===== src/rtl/round_key_store.sv =====
`timescale 1ns/1ps
`default_nettype none
// ============================================================================
// Module      : round_key_store
// Description : Buffers expanded AES round keys and streams them to the round
//               pipeline in forward (encrypt) or reverse (decrypt) order.
//               Optional macro ROUND_KEY_STORE_PREFETCH_EN adds a next-key
//               register so back-to-back acks return one key per cycle.
// Revision    : 1.0 - initial release
// ============================================================================
module round_key_store #(
    parameter int KEY_W  = 128,
    parameter int DEPTH  = 15,
    parameter int ADDR_W = 4
) (
    input  logic              clk,
    input  logic              reset,
    input  logic              w_e,
    input  logic [ADDR_W-1:0] round_key_addr,
    input  logic [KEY_W-1:0]  round_key,
    input  logic              exp_done,
    input  logic [ADDR_W-1:0] rounds_total,
    input  logic              start,
    input  logic              decrypt,
    input  logic              key_ack,
    output logic [KEY_W-1:0]  key_o,
    output logic              key_valid_o,
    output logic [ADDR_W-1:0] key_idx_o,
    output logic              last_o,
    output logic              keys_ready,
    output logic              busy,
    output logic              wr_err,
    output logic              start_err
);

    localparam logic [ADDR_W:0] c_depth = (ADDR_W+1)'(DEPTH);

    typedef enum logic [1:0] {
        S_IDLE  = 2'd0,
        S_READ  = 2'd1,
        S_VALID = 2'd2
    } state_t;

    state_t              r_state;
    state_t              w_state_nxt;

    logic [KEY_W-1:0]    r_mem [DEPTH];
    logic [KEY_W-1:0]    r_key;
    logic [ADDR_W-1:0]   r_rounds;
    logic [ADDR_W-1:0]   r_idx;
    logic [ADDR_W-1:0]   r_end_idx;
    logic                r_dir;
    logic                r_keys_ready;
    logic                r_wr_err;
    logic                r_start_err;

    logic                w_idle;
    logic                w_wr_ok;
    logic                w_start_ok;
    logic                w_last;
    logic [ADDR_W-1:0]   w_idx_step;

    // Out-of-range slots read as zero; only reachable on discarded prefetches.
    function automatic logic [KEY_W-1:0] f_rd(input logic [ADDR_W-1:0] a);
        if ({1'b0, a} < c_depth) begin
            return r_mem[a];
        end
        return '0;
    endfunction

    assign w_idle     = (r_state == S_IDLE);
    assign w_wr_ok    = w_e && w_idle && ({1'b0, round_key_addr} < c_depth);
    assign w_start_ok = start && w_idle && r_keys_ready && ({1'b0, r_rounds} < c_depth);
    assign w_last     = (r_idx == r_end_idx);
    assign w_idx_step = r_dir ? (r_idx - ADDR_W'(1)) : (r_idx + ADDR_W'(1));

`ifdef ROUND_KEY_STORE_PREFETCH_EN
    logic [KEY_W-1:0]  r_next;
    logic [ADDR_W-1:0] w_idx_step2;
    assign w_idx_step2 = r_dir ? (w_idx_step - ADDR_W'(1)) : (w_idx_step + ADDR_W'(1));
`endif

    always_ff @(posedge clk) begin
        if (w_wr_ok) begin
            r_mem[round_key_addr] <= round_key;
        end
    end

    always_ff @(posedge clk) begin
        if (reset) begin
            r_state <= S_IDLE;
        end else begin
            r_state <= w_state_nxt;
        end
    end

    always_comb begin
        w_state_nxt = r_state;
        case (r_state)
            S_IDLE: begin
                if (w_start_ok) begin
                    w_state_nxt = S_READ;
                end
            end
            S_READ: begin
                w_state_nxt = S_VALID;
            end
            S_VALID: begin
                if (key_ack) begin
                    if (w_last) begin
                        w_state_nxt = S_IDLE;
                    end else begin
`ifdef ROUND_KEY_STORE_PREFETCH_EN
                        w_state_nxt = S_VALID;
`else
                        w_state_nxt = S_READ;
`endif
                    end
                end
            end
            default: begin
                w_state_nxt = S_IDLE;
            end
        endcase
    end

    always_ff @(posedge clk) begin
        if (reset) begin
            r_key        <= '0;
            r_rounds     <= '0;
            r_idx        <= '0;
            r_end_idx    <= '0;
            r_dir        <= 1'b0;
            r_keys_ready <= 1'b0;
            r_wr_err     <= 1'b0;
            r_start_err  <= 1'b0;
`ifdef ROUND_KEY_STORE_PREFETCH_EN
            r_next       <= '0;
`endif
        end else begin
            r_wr_err    <= w_e && !w_wr_ok;
            r_start_err <= start && !w_start_ok;

            // Completion beats a coincident write so the fresh set is usable.
            if (exp_done && w_idle) begin
                r_rounds     <= rounds_total;
                r_keys_ready <= 1'b1;
            end else if (w_wr_ok) begin
                r_keys_ready <= 1'b0;
            end

            case (r_state)
                S_IDLE: begin
                    if (w_start_ok) begin
                        r_dir     <= decrypt;
                        r_idx     <= decrypt ? r_rounds : '0;
                        r_end_idx <= decrypt ? '0 : r_rounds;
                    end
                end
                S_READ: begin
                    r_key <= f_rd(r_idx);
`ifdef ROUND_KEY_STORE_PREFETCH_EN
                    r_next <= f_rd(w_idx_step);
`endif
                end
                S_VALID: begin
                    if (key_ack && !w_last) begin
                        r_idx <= w_idx_step;
`ifdef ROUND_KEY_STORE_PREFETCH_EN
                        r_key  <= r_next;
                        r_next <= f_rd(w_idx_step2);
`endif
                    end
                end
                default: begin
                end
            endcase
        end
    end

    assign key_o       = r_key;
    assign key_valid_o = (r_state == S_VALID);
    assign key_idx_o   = r_idx;
    assign last_o      = key_valid_o && w_last;
    assign keys_ready  = r_keys_ready;
    assign busy        = !w_idle;
    assign wr_err      = r_wr_err;
    assign start_err   = r_start_err;

endmodule
`default_nettype wire


===== config.mk =====
export PLATFORM = sky130hd
export DESIGN_NAME = round_key_store
export DESIGN_NICKNAME = d
export VERILOG_FILES = /design/src/rtl/round_key_store.sv
export SDC_FILE = /design/constraint.sdc
export NUM_CORES = 2
export LEC_CHECK = 0
export CAP_MARGIN = 20
export CORE_MARGIN = 4
export CORE_UTILIZATION = 64
export CTS_CLUSTER_SIZE = 28
export DETAILED_ROUTE_END_ITERATION = 6
export PLACE_DENSITY = 0.9
export SYNTH_ARGS = -nofsm -noshare
export SYNTH_HDL_FRONTEND = slang
export SYNTH_SLANG_ARGS = --single-unit

===== constraint.sdc =====
create_clock -name clk -period 24.2 [get_ports clk]
set_input_delay 3.63 -clock clk [delete_from_list [all_inputs] [get_ports clk]]
set_output_delay 3.63 -clock clk [all_outputs]
set_load 0.1 [all_outputs]

==> results_dict.tcl <==
set metrics [dict create \
    run_status "finished with violations" \
    violations "DRC" \
    cp_cell_sequence "clkdlybuf4s50_1 -> nand2b_1 -> nor2_4 -> buf_4 -> buf_4" \
    dpl_cell_area_sq_um 82200 \
    cts_root_buf "clkbuf_16" \
    setup_viol 0 \
    power_per_cell_area_nw_per_um2 83.1 \
    ir_worst_vdd_mv 0.0786 \
    coreArea_sq_um 121000 \
    postSynthAreaPerCell_sq_um 21.3 \
    dieArea_sq_um 128000 \
    io_pins 281 \
    numCtsBuffers 191 \
    clk_pin_slew_worst_paths_ns 0.06 \
    detail-route-antenna-nets 0 \
    finalHoldViolations 0 \
    grt_max_degree 129 \
    timing.slew.headroom 0.0762 \
    dr.pass1.iters 7 \
    ys_seq_area_frac 0.776 \
    slew_viol_final 0 \
    start_util 0.648 \
    drtIter0Drc 5769 \
    p_leak_nw 27.0 \
    rsz0062_at_grt "false" \
    finalCritPeriodShare 0.287 \
    die_w_um 358 \
    hold_ws_ns 0.469 \
    vias_per_cell 6.93 \
    fin_nets 4152 \
    synth_edf_count 1920 \
    cts_tree "yes" \
    ys_warn_count 0 \
    worstPathRequired_ns 24.61 \
    cp_top_family "buffers and inverters" \
    wire_per_inst_um 33.4 \
    crit_buf_inv 3 \
    cpMaxStageDelayCell "buf_4" \
    rows 127 \
    ys_async_sr_fraction 0 \
    layout-drive-gt1-share 0.205 \
    critPathKind "input port to flop" \
    yosysTopAreaCell "edfxtp_1" \
    drc 4 \
    ys.flop_type "edfxtp_1" \
    die_y_um 358 \
    postCtsSetupRepairBufs 0 \
    h-tree-depth 4 \
    vias 40200 \
    overflow 0 \
    gp_congestion 0.783 \
    portBuffers 280 \
    layout_common_cells "1920 x edfxtp_1, 372 x mux4_2, 279 x clkdlybuf4s50_1" \
    post-dp-hpwl_mm 92.9 \
    critPathLaunchType "input port" \
    antenna_found_initial 19 \
    drv_cap 0 \
    worst_pin_slew_ns 1.39 \
    dp_cells 5424 \
    clk_latency_ns 0.84 \
    fin_cells 5799 \
    fin_tns_setup_ns 0 \
    cp_max_fo 54 \
    final_common_cell "edfxtp_1" \
    clk_path_buf_depth 3 \
    hold_buffers 0 \
    track_usage 0.306 \
    min_period_ns 6.95 \
    cts_sinks 2070 \
    synth_seq_cells 2070 \
    grt_pass1_vias 41600 \
    synth_top_cell_area_share 0.738 \
    netlist_area_sq_um 78200 \
    syn2layout_area_growth_pct 13.5 \
    worst_ep_arrival_time_ns 7.37 \
    holdCritPathClass "flop to flop" \
    cp_common_cell "buf_4" \
    syn-num-nets 3823 \
    drt-total-wl_mm 194 \
    ys_top_cells_by_area "edfxtp_1 74%, mux4_2 11%, dfxtp_1 3.8%, mux2i_1 3.4%, o211ai_2 1.7%" \
    yosysUniqueCellTypes 48 \
    cpPeakStageDelay_ns 0.91 \
    final_area_sq_um 88700 \
    grt_pass1_wl_mm 284 \
    syn_inst 3677 \
    end_kind "flop" \
    skew_ns 0.0397 \
    p_total_w 0.00737 \
    fmaxAchievable_ghz 0.144 \
    cts_resized 0 \
]
## state kept, by name (all words and copies together), names as in the netlist, named ones only
name	count
wr_err	1
r_end_idx	4
r_state	2
key_idx_o	4
r_mem	1920
keys_ready	1
r_dir	1
r_rounds	4
key_o	128
start_err	1
## stage by stage
stage / worst slack, ns / utilization
5_1_grt: 17.15 / 0.736
3_3_place_gp: 16.61 / 0.682
2_1_floorplan: 10.72 / -
3_5_place_dp: 16.45 / 0.682
6_report: 17.25 / 0.736
4_1_cts: 17.31 / 0.735
## layout make-up
class / instances / area, sq um
Timing Repair Buffer: 341 / 3380
Clock buffer: 237 / 5180
Sequential cell: 2070 / 60700
Antenna cell: 15 / 37.5
Inverter: 7 / 26.3
Multi-Input combinational cell: 1395 / 16200
Clock inverter: 122 / 1260
Tap cell: 1612 / 2020
Fill cell: 6076 / 31900
## worst min-delay path, delay by kind of cell, from the launching register on
family	cells	cell delay, ns
AO/OA/AOI/OAI	1	0.05
AND/OR/NAND/NOR	1	0.06
flip-flops	1	0.33
## cells in the mapped netlist (12+ instances only)
| library cell | n |
|---|---|
| a22oi_1 | 128 |
| buf_2 | 50 |
| buf_4 | 16 |
| buf_6 | 52 |
| clkbuf_1 | 61 |
| dfxtp_1 | 150 |
| edfxtp_1 | 1920 |
| mux2i_1 | 265 |
| mux4_1 | 12 |
| mux4_2 | 372 |
| nand2_1 | 268 |
| nor2_1 | 22 |
| o211ai_1 | 24 |
| o211ai_2 | 105 |
| o21ai_0 | 131 |
## final timing paths
check                     from             to  slack [ns]  cells past startpoint
min                  key_o[78]      key_o[78]        0.47                      2
min reg2reg          key_o[78]      key_o[78]        0.47                      2
max reg2reg               flop      key_o[60]       19.77                      7
max          round_key_addr[0]  r_mem[13][94]       17.25                      5
## layer usage
layer,track usage,share of wire
met1,0.391,0.34
met2,0.518,0.52
met3,0.0587,0.096
met4,0.139,0.048
met5,0,0.00050
## power by group
part | internal (W) | leakage [nW] | switching (W)
logic | 0.0000815 | 5.30 | 0.000203
clock network | 0.00176 | 3.16 | 0.00134
registers | 0.00396 | 18.6 | 0.0000239
total | 0.00580 | 27.0 | 0.00157
## kinds of logic (layout without fill, tap and decap cells)
logic type	Yosys count	in the layout	share of synthesized area
buf+inv	212	707	0.0187
xor+xnor	6	6	0.000768
flops	2070	2070	0.776
mux	649	649	0.145
compound gates	403	403	0.0410
other cells	0	15	0
fa+ha+maj	3	3	0.000576
simple gates	334	334	0.0178
Note: power is estimated with default switching activity, not from simulation.
